==> src/rtl/a51_pkg.sv <==
// Shared A5/1 definitions: phase encoding and
// default tap masks for the three LFSRs.
package a51_pkg;

    localparam logic [1:0] PH_IDLE  = 2'b00;
    localparam logic [1:0] PH_KEY   = 2'b01;
    localparam logic [1:0] PH_FRAME = 2'b10;
    localparam logic [1:0] PH_RUN   = 2'b11;

    localparam logic [18:0] TAP_19 = 19'h72000;
    localparam logic [21:0] TAP_22 = 22'h300000;
    localparam logic [22:0] TAP_23 = 23'h700080;

    function automatic int unsigned max2(
        input int unsigned a,
        input int unsigned b
    );
        return (a > b) ? a : b;
    endfunction

endpackage

==> src/rtl/lfsr_stage.sv <==
// One A5/1 shift register with serial key/frame
// initialisation and externally clocked run steps.
module lfsr_stage
    import a51_pkg::*;
#(
    parameter int unsigned         WIDTH      = 22,
    parameter logic [WIDTH-1:0]    TAP_MASK   = TAP_22,
    parameter int unsigned         CLK_BIT    = 10,
    parameter int unsigned         KEY_BITS   = 64,
    parameter int unsigned         FRAME_BITS = 22
) (
    input  logic             clk,
    input  logic             rst_n,
    input  logic             start,
    input  logic             bit_valid,
    input  logic             bit_in,
    output logic             bit_ready,
    input  logic             trigger,
    input  logic             load,
    input  logic [WIDTH-1:0] key,
    output logic             out_reg,
    output logic             maj_bit,
    output logic [WIDTH-1:0] state_q,
    output logic [1:0]       phase,
    output logic             init_done,
    output logic             zero_state
);

    localparam int unsigned CW =
        $clog2(max2(KEY_BITS, FRAME_BITS) + 1);

    localparam logic [CW-1:0] KEY_LAST   = CW'(KEY_BITS - 1);
    localparam logic [CW-1:0] FRAME_LAST = CW'(FRAME_BITS - 1);

    logic [WIDTH-1:0] lfsr_q;
    logic [CW-1:0]    cnt_q;
    logic [1:0]       phase_q;
    logic             done_q;
    logic             fb;
    logic             accept;
    logic             run_step;

    // Feedback parity and handshake qualifiers
    always_comb begin
        fb        = ^(lfsr_q & TAP_MASK);
        bit_ready = (phase_q == PH_KEY) || (phase_q == PH_FRAME);
        accept    = bit_valid & bit_ready;
        run_step  = trigger & (phase_q == PH_RUN);
    end

    // Register, counter and phase update in priority order
    always_ff @(posedge clk) begin
        if (!rst_n) begin
            lfsr_q  <= '0;
            cnt_q   <= '0;
            phase_q <= PH_IDLE;
            done_q  <= 1'b0;
        end else begin
            done_q <= 1'b0;
            if (load) begin
                lfsr_q  <= key;
                cnt_q   <= '0;
                phase_q <= PH_RUN;
            end else if (start) begin
                lfsr_q  <= '0;
                cnt_q   <= '0;
                phase_q <= PH_KEY;
            end else if (accept) begin
                lfsr_q <= {lfsr_q[WIDTH-2:0], fb ^ bit_in};
                if (phase_q == PH_KEY) begin
                    if (cnt_q == KEY_LAST) begin
                        cnt_q   <= '0;
                        phase_q <= PH_FRAME;
                    end else begin
                        cnt_q <= cnt_q + 1'b1;
                    end
                end else begin
                    if (cnt_q == FRAME_LAST) begin
                        cnt_q   <= '0;
                        phase_q <= PH_RUN;
                        done_q  <= 1'b1;
                    end else begin
                        cnt_q <= cnt_q + 1'b1;
                    end
                end
            end else if (run_step) begin
                lfsr_q <= {lfsr_q[WIDTH-2:0], fb};
            end
        end
    end

    // Direct views of the register, no added latency
    always_comb begin
        out_reg    = lfsr_q[WIDTH-1];
        maj_bit    = lfsr_q[CLK_BIT];
        state_q    = lfsr_q;
        phase      = phase_q;
        init_done  = done_q;
        zero_state = (lfsr_q == '0);
    end

endmodule

==> config.mk <==
export PLATFORM = sky130hd
export DESIGN_NAME = lfsr_stage
export DESIGN_NICKNAME = d
export VERILOG_FILES = /design/src/rtl/a51_pkg.sv /design/src/rtl/lfsr_stage.sv
export SDC_FILE = /design/constraint.sdc
export NUM_CORES = 1
export LEC_CHECK = 0
export BUFFER_PORTS_ARGS = -buffer_cell sky130_fd_sc_hd__buf_4
export CORE_MARGIN = 2
export CORE_UTILIZATION = 50
export CTS_CLUSTER_DIAMETER = 30
export CTS_CLUSTER_SIZE = 24
export DETAILED_ROUTE_END_ITERATION = 12
export GPL_TIMING_DRIVEN = 0
export PLACE_DENSITY = 0.82
export RECOVER_POWER = 25
export SYNTH_ARGS = -nofsm -noshare
export SYNTH_HDL_FRONTEND = slang
export SYNTH_SLANG_ARGS = --single-unit
==> constraint.sdc <==
create_clock -name clk -period 2.85 [get_ports clk]
set_input_delay 0.1425 -clock clk [delete_from_list [all_inputs] [get_ports clk]]
set_output_delay 0.1425 -clock clk [all_outputs]
set_load 0.02 [all_outputs]
Word level (Yosys, flattened, before mapping)
Index checks and enable logic that the tools add are counted. Widths: inputs -> output; s select.

Bits in registers: 32. Input port bits: 29. Output and inout bits: 29. Logic and storage cells: 39.

$add $sub $neg: 1. Eq/ne operators: 6. Muxes and demuxes: 14. Bitwise operators: 5. Reduce and logical (&&, ||, !) cells: 9.

Operators by type and width (count): $mux 22 (4); $logic_not 22->1 (1); $reduce_xor 22->1 (1); $mux 7 (3); $mux 2 (6); $reduce_bool 4->1 (2); $add 7x1->7 const B (1); $eq 7x5->1 const B (1); $eq 7x6->1 const B (1); $reduce_or 5->1 (1); $eq 2x2->1 const B (2); $ne 4x3->1 const B (1); $reduce_and 3->1 (1); $reduce_bool 3->1 (1); $reduce_or 3->1 (1); $and 1x1->1 (2); $eq 2x1->1 const B (1); $not 1->1 (2); $logic_or 1x1->1 (1); $mux 1 (1); $xor 1x1->1 (1).

Longest topological paths before layout
Depth after elaboration: 6. Depth in mapped cells: 7. Depth with buffers taken out: 6.

Worst setup path before layout
OpenSTA, ideal clock, no wires.

Path kind: flip-flop to flip-flop. Start: reg phase_q[1], in the netlist phase[1]. End: reg phase_q[0], in the netlist phase[0]. Setup time: 122 ps. Arrival time: 1464 ps. Required time: 2728 ps. Slack: 1264 ps. Stages on the path, launching flop included: 7. Path buffers: 1. Period minus slack after synthesis: 1586 ps. Cell sequence: dfxtp_1 > inv_1 > ha_1 > nor2b_1 > buf_2 > and3_2 > o311a_1.

Word-level cells in the longest chain between the ends: 5. Elaborated cells between the ends (all ways): 12. Those cells by class: eq/ne (3); mux (4); bitwise (1); reduce/logical (4).

RTL lines: start: declaration (RTL line lfsr_stage.sv:37) `logic [1:0] phase_q;`; start signal: assignment (RTL line lfsr_stage.sv:56) `phase_q <= PH_IDLE;`; start signal: assignment (RTL line lfsr_stage.sv:63) `phase_q <= PH_RUN;`; start signal: assignment (RTL line lfsr_stage.sv:67) `phase_q <= PH_KEY;`; $eq 2x1->1 / $eq 2x2->1 (equally long branches) (RTL line lfsr_stage.sv:46, lfsr_stage.sv:70); $logic_or 1x1->1 / $mux 2 (equally long branches) (RTL line lfsr_stage.sv:46, lfsr_stage.sv:70); $and 1x1->1 / $mux 2 (equally long branches) (RTL line lfsr_stage.sv:47, lfsr_stage.sv:68); $reduce_bool 3->1 (no line) / $mux 2 (equally long branches); $reduce_and 3->1 (no line) / $mux 2 (equally long branches).

Parallel ways exist; a longest one is shown, timed or not. The select of a mux whose other input is x is not followed. A chain may end at the register's enable or synchronous reset.

Final worst setup path
Start: reg lfsr_q[21], in the netlist state_q[21]. End: out zero_state.

Word-level cells in the longest chain between the ends: 1.

RTL lines: start: declaration (RTL line lfsr_stage.sv:35) `logic [WIDTH-1:0] lfsr_q;`; start signal: assignment (RTL line lfsr_stage.sv:61) `lfsr_q <= key;`; start signal: assignment (RTL line lfsr_stage.sv:69) `lfsr_q <= {lfsr_q[WIDTH-2:0], fb ^ bit_in};`; start signal: assignment (RTL line lfsr_stage.sv:87) `lfsr_q <= {lfsr_q[WIDTH-2:0], fb};`; $logic_not 22->1 (RTL line lfsr_stage.sv:99) `zero_state = (lfsr_q == '0);`; end: declaration (RTL line lfsr_stage.sv:26) `output logic zero_state`.

Every way passes these cells.

==> reports/qor.txt <==
=================================================================================
Result of the run .................................................. finished, final reports clean
Fraction of final layout cells sized beyond drive strength 1 .......        0.265
Placed Instances ...................................................          298
Routed Antenna Nets ................................................            0
Synthesized area per cell ..........................................     9.04 um2
Number of buffers added on ports ...................................           55
Leading cell types by total area after synthesis ................... sky130_fd_sc_hd__dfxtp_1, sky130_fd_sc_hd__o211a_1, sky130_fd_sc_hd__nor3b_1
Syn. warnings ......................................................            0
Net total in the final layout ......................................          293
EDFF count, synth ..................................................            0
Worst min-delay path class .........................................    in -> reg
Launching element type of the critical path ........................         flop
Number of top-level pins ...........................................           58
Total power ........................................................      1.03 mW
Routed vias ........................................................         1639
Number of cells upsized or downsized after cts .....................            0
Deepest level of the CTS H-tree ....................................            2
Worst slew slack as a fraction of its limit ........................        0.688
Count of clock tree sinks ..........................................           32
Setup-failing EPs final ............................................            0
Hold-fix buffers, CTS ..............................................            0
Layout-stage area growth over the synthesis result .................        26.5%
Kind of cell adding the most delay to the critical path ............ simple AND/OR/NAND/NOR gates
Number of global-route vias before repair ..........................         1448
Maximum number of pins on one net before global-route repair .......           11
Crit Path Category .................................................   reg -> out
DRC violations left ................................................            0
Final worst-path setup slack .......................................      1.11 ns
Final Hold Violating Endpoints .....................................            0
Yosys top cell area share ..........................................        0.360
Wire length after detailed routing .................................      4130 um
Cell with the most instances after synthesis ....................... sky130_fd_sc_hd__dfxtp_1
Clock-pin transition on the worst setup and hold timing paths ......      0.09 ns
1st-pass router iterations .........................................            5
Power per Cell Area ................................................   456 nW/um2
Cell type contributing the most total cell area after synthesis .... sky130_fd_sc_hd__dfxtp_1
Commonest cells in the netlist ..................................... sky130_fd_sc_hd__dfxtp_1, sky130_fd_sc_hd__nand2_1, sky130_fd_sc_hd__a21oi_1, sky130_fd_sc_hd__o211a_1, sky130_fd_sc_hd__nor3b_1
Post-CTS setup repair buffer count .................................            0
Final antenna diode count ..........................................            0
Hold Slack .........................................................     0.123 ns
Last weighted congestion value of the routability-driven placer ....        0.758
Placed standard-cell area ..........................................     2250 um2
Final standard cell count with taps included and fillers excluded ..          306
Antenna violations before repair ...................................            0
Delay of the slowest cell on the worst path ........................      0.36 ns
Worst slack at placement ...........................................      1.29 ns
Floorplan die width ................................................      63.7 um
Core ar. ...........................................................     3390 um2
Floorplan row count ................................................           21
Count of cell types in the netlist .................................           37
Post-route clock skew ..............................................   0.00425 ns
Sum of overflow across all layers after global routing .............            0
Clock period minus worst slack .....................................      1.74 ns
Flip-flop and latch count after synthesis ..........................           32
Category of the worst setup path capture point ..................... primary output
Critical path required time ........................................      2.71 ns
Post-route standard cell area excluding fillers ....................     2250 um2
RSZ-0062 raised after global routing ...............................           no
Final core utilization .............................................        0.665
Syn Nets ...........................................................          231
Post-DR wirelength/cell ............................................      13.5 um
Final setup TNS ....................................................         0 ns
Die span in y ......................................................      63.7 um
Post-Syn Area ......................................................     1780 um2
Worst IR drop on VDD ...............................................     0.288 mV
Data arrival, critical path ........................................      1.59 ns
Static power due to leakage ........................................      1.12 nW
Post-DR vias/cell ..................................................         5.36
Count of final max-slew check failures .............................            0
Buffers plus inverters on the worst setup path .....................            2
GRT Total Usage ....................................................        0.213
Cell at the root of the clock tree ................................. sky130_fd_sc_hd__clkbuf_4
DIE AREA ...........................................................     4060 um2
Worst-margin pin slew ..............................................     0.468 ns
Clock tree from TritonCTS ..........................................         done
Detail Placement HPWL ..............................................      3060 um
Inserted Clock Buffers .............................................            5
Fraction of the yosys area taken by sequential cells ...............        0.360
Ordered list of cells on the worst path ............................ inv_1 > ha_1 > nor4b_1 > nand4_1 > nor2_1 > buf_4
Clock insertion delay at the later pin of the skew report ..........      0.33 ns
CP Max Fanout ......................................................            4
Fraction of synthesis flops using an asynchronous set or reset pin .            0
Wire length of the first global-routing pass .......................      6780 um
DRC violation total after the first TritonRoute iteration ..........          104
Deepest clock path buffer count ....................................            2
Starting Density ...................................................        0.526
Period utilisation layout ..........................................        0.609
Achievable clock frequency .........................................    0.576 GHz
Max-cap check violation count ......................................            0
Max stage delay cell, worst path ................................... sky130_fd_sc_hd__dfxtp_1
Primary flip-flop cell chosen by synthesis mapping ................. sky130_fd_sc_hd__dfxtp_1
Number of instances in the synthesized netlist .....................          197
=================================================================================
[cell usage in the layout (no fill, tap or decap), drive strengths merged]
master,n
buf,53
dfxtp,32
clkbuf,27
nand2,26
o211a,21
a21oi,21
nor3b,21
nor2,12
inv,6
ha,5
xnor2,4
and3,4
nor4,3
xor2,3
nand3,3
nand4,2
nor3,2
o311a,2
nand2b,2
a22oi,2
nor4b,1
and4bb,1
and4b,1
o211ai,1
nor2b,1
a211oi,1
o311ai,1
nand3b,1
o21ai,1
[area by class of cell]
type                            instances  area, um2
Buffer                                 17        116
Clock buffer                            8       58.8
Fill cell                             306       1130
Multi-Input combinational cell        142       1000
Tap cell                               46       57.6
Sequential cell                        32        641
Inverter                                6       22.5
Timing Repair Buffer                   55        357
[state kept, by name, indices dropped and copies added (netlist names)]
signal,count
state_q,22
cnt_q,7
phase,2
init_done,1
[power breakdown]
| part | internal [mW] | switching [mW] | total, mW | leakage (nW) |
|---|---|---|---|---|
| logic | 0.120 | 0.136 | 0.257 | 0.825 |
| registers | 0.475 | 0.0274 | 0.502 | 0.263 |
| clock network | 0.122 | 0.147 | 0.269 | 0.0326 |
| total | 0.717 | 0.311 | 1.03 | 1.12 |
[worst reg2reg max path, stage by stage (launching register included)]
cell	delay, ns
sky130_fd_sc_hd__dfxtp_1	0.38
sky130_fd_sc_hd__inv_1	0.06
sky130_fd_sc_hd__ha_1	0.32
sky130_fd_sc_hd__nand2b_4	0.19
sky130_fd_sc_hd__nand3_4	0.14
sky130_fd_sc_hd__buf_6	0.18
sky130_fd_sc_hd__o211a_1	0.20
[worst paths after layout]
kind,startpoint,cells past startpoint,endpoint,slack (ns)
max,state_q[21],6,zero_state,1.11
min,rst_n,2,state_q[18],0.12
max reg2reg,phase[1],6,state_q[9],1.29
min reg2reg,state_q[15],1,state_q[15],0.55
[routing by layer]
layer	up-vias	routed length, um	global-route usage
met1	737	1970	0.299
met5	-	0	0
met3	5	241	0.0321
met4	0	59	0.0897
met2	61	1860	0.324
li1	836	-	-
[cell families after synthesis]
| family | share of synthesized area |
|---|---|
| xor+xnor | 0.0344 |
| compound gates | 0.226 |
| buf+inv | 0.0779 |
| flops | 0.360 |
| simple gates | 0.267 |
| fa+ha+maj | 0.0351 |
Note: power is estimated with default switching activity, not from simulation.
